`src/rtl/prog_loader_if.sv`:
```
// Loader byte stream, core fetch port and status lines of prog_loader; slave = the loader block.
interface prog_loader_if;
  logic       load_start;
  logic       load_valid;
  logic [7:0] load_data;
  logic       load_ready;
  logic [7:0] instruction_address;
  logic [7:0] instruction;
  logic       cpu_reset;
  logic       running;
  logic       error;
  logic [7:0] byte_count;

  modport slave (
    input  load_start, load_valid, load_data, instruction_address,
    output load_ready, instruction, cpu_reset, running, error, byte_count
  );

  modport master (
    output load_start, load_valid, load_data, instruction_address,
    input  load_ready, instruction, cpu_reset, running, error, byte_count
  );
endinterface

```
`src/rtl/prog_loader.sv`:
```
// Loads a length-prefixed program into 256x8 memory and serves zero-latency fetches once valid;
// load_ready is high only while a load is in progress. PROG_LOADER_CHECKSUM_EN adds a trailing checksum byte.
module prog_loader #(
  parameter int unsigned TIMEOUT_CYCLES = 65535,
  parameter logic [7:0]  HALT_WORD      = 8'hFF
) (
  input logic          clock,
  input logic          reset,
  prog_loader_if.slave bus
);

  localparam int unsigned TW = (TIMEOUT_CYCLES < 2) ? 1 : $clog2(TIMEOUT_CYCLES);

  typedef enum logic [2:0] {
    S_IDLE,
    S_LEN,
    S_DATA,
`ifdef PROG_LOADER_CHECKSUM_EN
    S_CSUM,
`endif
    S_RUN,
    S_ERROR
  } state_t;

  state_t        r_state;
  logic [7:0]    r_len;
  logic [7:0]    r_count;
  logic [TW-1:0] r_timer;
  logic [7:0]    r_mem [256];

  state_t        w_state_nxt;
  logic [7:0]    w_len_nxt;
  logic [7:0]    w_count_nxt;
  logic [TW-1:0] w_timer_nxt;
  logic          w_mem_we;
  logic          w_loading;
  logic          w_xfer;
  logic          w_timeout;

`ifdef PROG_LOADER_CHECKSUM_EN
  logic [7:0]    r_sum;
  logic [7:0]    w_sum_nxt;
`endif

`ifdef PROG_LOADER_CHECKSUM_EN
  assign w_loading = (r_state == S_LEN) || (r_state == S_DATA) || (r_state == S_CSUM);
`else
  assign w_loading = (r_state == S_LEN) || (r_state == S_DATA);
`endif
  assign w_xfer    = w_loading && bus.load_valid;
  assign w_timeout = (r_timer == TW'(TIMEOUT_CYCLES - 1));

  always_comb begin
    w_state_nxt = r_state;
    w_len_nxt   = r_len;
    w_count_nxt = r_count;
    w_timer_nxt = r_timer;
    w_mem_we    = 1'b0;
`ifdef PROG_LOADER_CHECKSUM_EN
    w_sum_nxt   = r_sum;
`endif
    if (bus.load_start) begin
      // A new request wins over any byte offered on the same edge.
      w_state_nxt = S_LEN;
      w_len_nxt   = '0;
      w_count_nxt = '0;
      w_timer_nxt = '0;
`ifdef PROG_LOADER_CHECKSUM_EN
      w_sum_nxt   = '0;
`endif
    end else if (w_loading) begin
      if (w_xfer) begin
        w_timer_nxt = '0;
        case (r_state)
          S_LEN: begin
            if (bus.load_data == 8'd0) begin
              w_state_nxt = S_ERROR;
            end else begin
              w_len_nxt   = bus.load_data;
              w_state_nxt = S_DATA;
            end
          end
          S_DATA: begin
            w_mem_we    = 1'b1;
            w_count_nxt = r_count + 8'd1;
`ifdef PROG_LOADER_CHECKSUM_EN
            w_sum_nxt   = r_sum + bus.load_data;
            if (r_count == r_len - 8'd1) w_state_nxt = S_CSUM;
`else
            if (r_count == r_len - 8'd1) w_state_nxt = S_RUN;
`endif
          end
`ifdef PROG_LOADER_CHECKSUM_EN
          S_CSUM: w_state_nxt = (bus.load_data == r_sum) ? S_RUN : S_ERROR;
`endif
          default: ;
        endcase
      end else if (w_timeout) begin
        w_state_nxt = S_ERROR;
      end else begin
        w_timer_nxt = r_timer + TW'(1);
      end
    end
  end

  always_ff @(posedge clock or posedge reset) begin
    if (reset) begin
      r_state <= S_IDLE;
      r_len   <= '0;
      r_count <= '0;
      r_timer <= '0;
`ifdef PROG_LOADER_CHECKSUM_EN
      r_sum   <= '0;
`endif
    end else begin
      r_state <= w_state_nxt;
      r_len   <= w_len_nxt;
      r_count <= w_count_nxt;
      r_timer <= w_timer_nxt;
`ifdef PROG_LOADER_CHECKSUM_EN
      r_sum   <= w_sum_nxt;
`endif
    end
  end

  // Memory survives reset; stale contents are hidden by the length mask on the read side.
  always_ff @(posedge clock) begin
    if (w_mem_we) r_mem[r_count] <= bus.load_data;
  end

  assign bus.instruction = ((r_state == S_RUN) && (bus.instruction_address < r_len))
                           ? r_mem[bus.instruction_address] : HALT_WORD;
  assign bus.load_ready  = w_loading;
  assign bus.cpu_reset   = (r_state != S_RUN);
  assign bus.running     = (r_state == S_RUN);
  assign bus.error       = (r_state == S_ERROR);
  assign bus.byte_count  = r_count;

endmodule

```
`src/flat_wrapper.sv`:
```
// flat-port wrapper written by rule: the top's interface ports become plain ports
module prog_loader_flat 
#(
  parameter int unsigned TIMEOUT_CYCLES = 65535,
  parameter logic [7:0]  HALT_WORD      = 8'hFF
)
  (clock, reset, bus_load_start, bus_load_valid, bus_load_data, bus_instruction_address, bus_load_ready, bus_instruction, bus_cpu_reset, bus_running, bus_error, bus_byte_count);
  prog_loader_if bus_i ();
  input logic clock;
  input logic reset;
  input wire logic [$bits(bus_i.load_start)-1:0] bus_load_start;
  input wire logic [$bits(bus_i.load_valid)-1:0] bus_load_valid;
  input wire logic [$bits(bus_i.load_data)-1:0] bus_load_data;
  input wire logic [$bits(bus_i.instruction_address)-1:0] bus_instruction_address;
  output wire logic [$bits(bus_i.load_ready)-1:0] bus_load_ready;
  output wire logic [$bits(bus_i.instruction)-1:0] bus_instruction;
  output wire logic [$bits(bus_i.cpu_reset)-1:0] bus_cpu_reset;
  output wire logic [$bits(bus_i.running)-1:0] bus_running;
  output wire logic [$bits(bus_i.error)-1:0] bus_error;
  output wire logic [$bits(bus_i.byte_count)-1:0] bus_byte_count;
  assign bus_i.load_start = bus_load_start;
  assign bus_i.load_valid = bus_load_valid;
  assign bus_i.load_data = bus_load_data;
  assign bus_i.instruction_address = bus_instruction_address;
  assign bus_load_ready = bus_i.load_ready;
  assign bus_instruction = bus_i.instruction;
  assign bus_cpu_reset = bus_i.cpu_reset;
  assign bus_running = bus_i.running;
  assign bus_error = bus_i.error;
  assign bus_byte_count = bus_i.byte_count;
  prog_loader #(.TIMEOUT_CYCLES(TIMEOUT_CYCLES), .HALT_WORD(HALT_WORD)) u_core (.clock(clock), .reset(reset), .bus(bus_i));
endmodule
```
`config.mk`:
```
export PLATFORM = sky130hd
export DESIGN_NAME = prog_loader_flat
export DESIGN_NICKNAME = d
export VERILOG_FILES = /design/src/rtl/prog_loader_if.sv /design/src/rtl/prog_loader.sv /design/src/flat_wrapper.sv
export SDC_FILE = /design/constraint.sdc
export NUM_CORES = 2
export LEC_CHECK = 0
export CAP_MARGIN = 0
export CORE_ASPECT_RATIO = 0.6
export CORE_MARGIN = 10
export CORE_UTILIZATION = 65
export CTS_CLUSTER_SIZE = 20
export DETAILED_ROUTE_END_ITERATION = 10
export PLACE_DENSITY_LB_ADDON = 0.05
export RECOVER_POWER = 25
export SYNTH_ARGS = -nofsm -noshare
export SYNTH_HDL_FRONTEND = slang
export SYNTH_SLANG_ARGS = --single-unit
```
`constraint.sdc`:
```
create_clock -name clock -period 6.6 [get_ports clock]
set_clock_uncertainty 0.15 [all_clocks]
set_input_delay 1.32 -clock clock [delete_from_list [all_inputs] [get_ports clock]]
set_output_delay 1.32 -clock clock [all_outputs]
set_load 0.01 [all_outputs]
```
==> flow_summary.ini <==
[floorplan]
die_x_um = 481
die_area_sq_mm = 0.143
die_h_um = 297
coreArea_sq_mm = 0.127
rows = 101
pin_count = 40
start_util = 0.655

[setup_path]
required_ps = 5130
max_stage_delay_ps = 700
cp-end-kind = primary output
arrival_ps = 5200
critPathSlowestCell = clkdlybuf4s50_1
worstSetupPathType = in -> out
start_kind = input port
crit-reg2reg-launch = u_core.r_state[0]
path_max_fanout = 7
cp_common_cell = buf_4
worstPathCellList = clkdlybuf4s50_1 > buf_4 > nor4bb_2 > buf_4 > o21ai_0 > o21ai_1 > a32oi_1 > nand4_1 > buf_4 > nand3_1 > clkdlybuf4s50_1
critical_path.startpoint = bus_instruction_address[5]

[pwr]
power.share.sequential = 0.555
ir_drop_mv = 0.362
p_sw_frac = 0.218
powerDensity_mw_per_mm2 = 284
internal_power_mw = 20.5
p_switching_mw = 5.71
p_clk_frac = 0.387
p_leak_nw = 30.0
pwr-share-comb = 0.058

[clock_tree]
clock_latency_ps = 790
clkTransAtPathRegs_ps = 60
cts_max_path_buffers = 3
numCtsBuffers = 176
root_buffer = clkbuf_16
cts_max_level = 4
cts_sinks = 2083
cts_tree = yes

[route]
drt_iter0_markers = 7127
antenna_left = 0
wl_um = 225000
wl_per_cell_um = 34.7
drc = 0
vias = 45600
drtPass1Iterations = 6
vias_per_cell = 7.02

[timing]
fin_crit_sh = 1.01
drv_slew = 1211
period_minus_slack_ps = 6670
setup_ws_ps = -71.2
hold_viol_final = 0
rsz0062_at_grt = false
tightest_slew_ps = 4060
slew_headroom = -1.70
fmax_mhz = 150
final-setup-viol-count = 5

[yosys]
avgSynthCellArea_sq_um = 19.2
yosys_warnings = 0
synth_edf_count = 2048
ys_seq_elements = 2083
async_flop_share = 0.0168
syn_inst = 4321
synth_area_leaders = edfxtp_1 (74%), mux4_2 (9.1%), mux2i_1 (4.4%), nor2_1 (1.8%), dfrtp_1 (1.1%)
ys_seq_area_frac = 0.752
synth.largest_area_cell = edfxtp_1
synth.distinct_cells = 74
syn_nets = 4355
yosysTopAreaCellShare = 0.742
syn-cell-area_sq_mm = 0.0829
synthFlopType = edfxtp_1

[layout]
final_core_util = 0.730
finalNonFillerCells = 6492
drive_above_1_share = 0.202
syn2layout_area_growth_pct = 11.4
fin_nets = 4682

[hold_path]
hp-class = reg -> reg
holdCritStartpoint = u_core.r_timer[9]

[global_route]
overflow = 0
grt_pass1_vias = 43500
grt_max_degree = 176
grtUsageTotal = 0.316
grt_first_pass_wirelength_um = 322000
antenna_found_initial = 9

[run_status]
violations = capacitance limit, slew limit, setup timing
status = finished with violations

[placed_design]
hpwl_um = 143000
dp_cells = 6168
portBuffers = 39
gp_congestion = 0.979

[flow_run]
drv_cap = 20
-- power groups by stage --
stage | sequential (mW) | combinational (mW) | clock (mW)
floorplan | 14.8 | 0.807 | 0
global placement | 14.8 | 1.48 | 0
detailed placement | 14.8 | 1.50 | 0
CTS | 14.5 | 1.51 | 10.2
global route | 14.6 | 1.59 | 10.7
finish | 14.6 | 1.53 | 10.1
-- final timing paths --
check	endpoint	slack, ps	cells after the start
min	u_core.r_timer[9]	400	2
max in group asynchronous	u_core.bus.byte_count[6]	3630	3
max reg2reg	u_core.r_mem[103][3]	2440	6
max	bus_instruction[5]	-70	11
min reg2reg	u_core.r_timer[9]	400	2
min in group asynchronous	u_core.r_timer[8]	1550	3
-- routing by layer --
metal,up-vias,wire length (um),part of all wire,global-route usage
li1,18400,-,-,-
met1,23500,89700,0.40,0.482
met2,3305,95700,0.43,0.439
met3,410,32500,0.14,0.103
met4,6,7210,0.032,0.0957
met5,-,46,0.00020,0
-- through the flow --
stage / setup slack [ps] / TNS [ps] / hold slack [ps] / area, sq um / power (mW)
3_5_place_dp: -228 / -1020 / 376 / 87000 / 16.3
2_1_floorplan: 1850 / 0 / 342 / 82900 / 15.6
5_1_grt: 6.37 / 0 / 424 / 92400 / 26.9
4_1_cts: -13.5 / -13.5 / 395 / 92500 / 26.3
6_report: -71.2 / -251 / 396 / 92400 / 26.2
3_3_place_gp: -240 / -1120 / 372 / 86900 / 16.3
-- registers in the layout, summed over array words and instances (netlist names) --
| name | flops |
|---|---|
| u_core.r_mem | 2048 |
| u_core.r_timer | 16 |
| u_core.r_len | 8 |
| u_core.r_state | 3 |
| u_core.bus.byte_count | 8 |
-- what timing repair did --
| item | in CTS | in global routing |
|---|---|---|
| setup endpoints to repair | 6 | 5 |
| gates resized for setup | 8 | 7 |
| hold buffers | 0 | 0 |
| gates cloned | 1 | 0 |
| pin swaps | 0 | 1 |
| setup buffers | 0 | 0 |
-- layout make-up --
| type | instances | area (sq um) |
|---|---|---|
| Inverter | 21 | 83.8 |
| Tap cell | 1699 | 2130 |
| Fill cell | 7525 | 34200 |
| Timing Repair Buffer | 406 | 3500 |
| Clock inverter | 108 | 890 |
| Sequential cell | 2083 | 62400 |
| Antenna cell | 6 | 15.0 |
| Clock buffer | 209 | 4600 |
| Multi-Input combinational cell | 1960 | 18800 |
-- cells in the mapped netlist, drive strengths merged (14+ instances only) --
cell type and count:
nand4 33, xor2 20, a22o 18, ha 14, nand3 74, o21ai 73
a22oi 22, o22ai 93, nor2 394, inv 21, edfxtp 2048, dfrtp 35
o221ai 72, a211oi 49, clkbuf 100, a21oi 59, nor3 55, mux2i 361
buf 156, mux4 355, nand2 95
-- placed cells by master, fill, tap and decap left out, types with 33 or more instances in the layout --
cell type,netlist,routed
o21ai_0,61,59
buf_12,20,33
nand4_1,33,33
buf_4,27,322
mux4_2,334,334
nor3_1,55,54
clkbuf_1,95,47
o22ai_1,91,91
nand3_1,74,72
edfxtp_1,2048,2048
a211oi_1,48,48
nand2_1,94,92
clkinv_1,0,48
clkbuf_16,0,179
a21oi_1,59,59
dfrtp_1,35,35
nor2_1,394,394
o221ai_1,68,68
mux2i_1,361,361
-- worst max-delay path: cells and delay by family --
| family | cells | cell delay [ps] |
|---|---|---|
| buffers and inverters | 5 | 1980 |
| AOI/OAI and AO/OA | 3 | 930 |
| and+or+nand+nor | 3 | 960 |
-- kinds of logic after synthesis --
group	share of synthesized area
simple gates	0.0394
compound gates	0.0401
xor+xnor	0.00296
mux	0.141
flops	0.752
buf+inv	0.0222
fa+ha+maj	0.00211
Note: power is estimated with default switching activity, not from simulation.
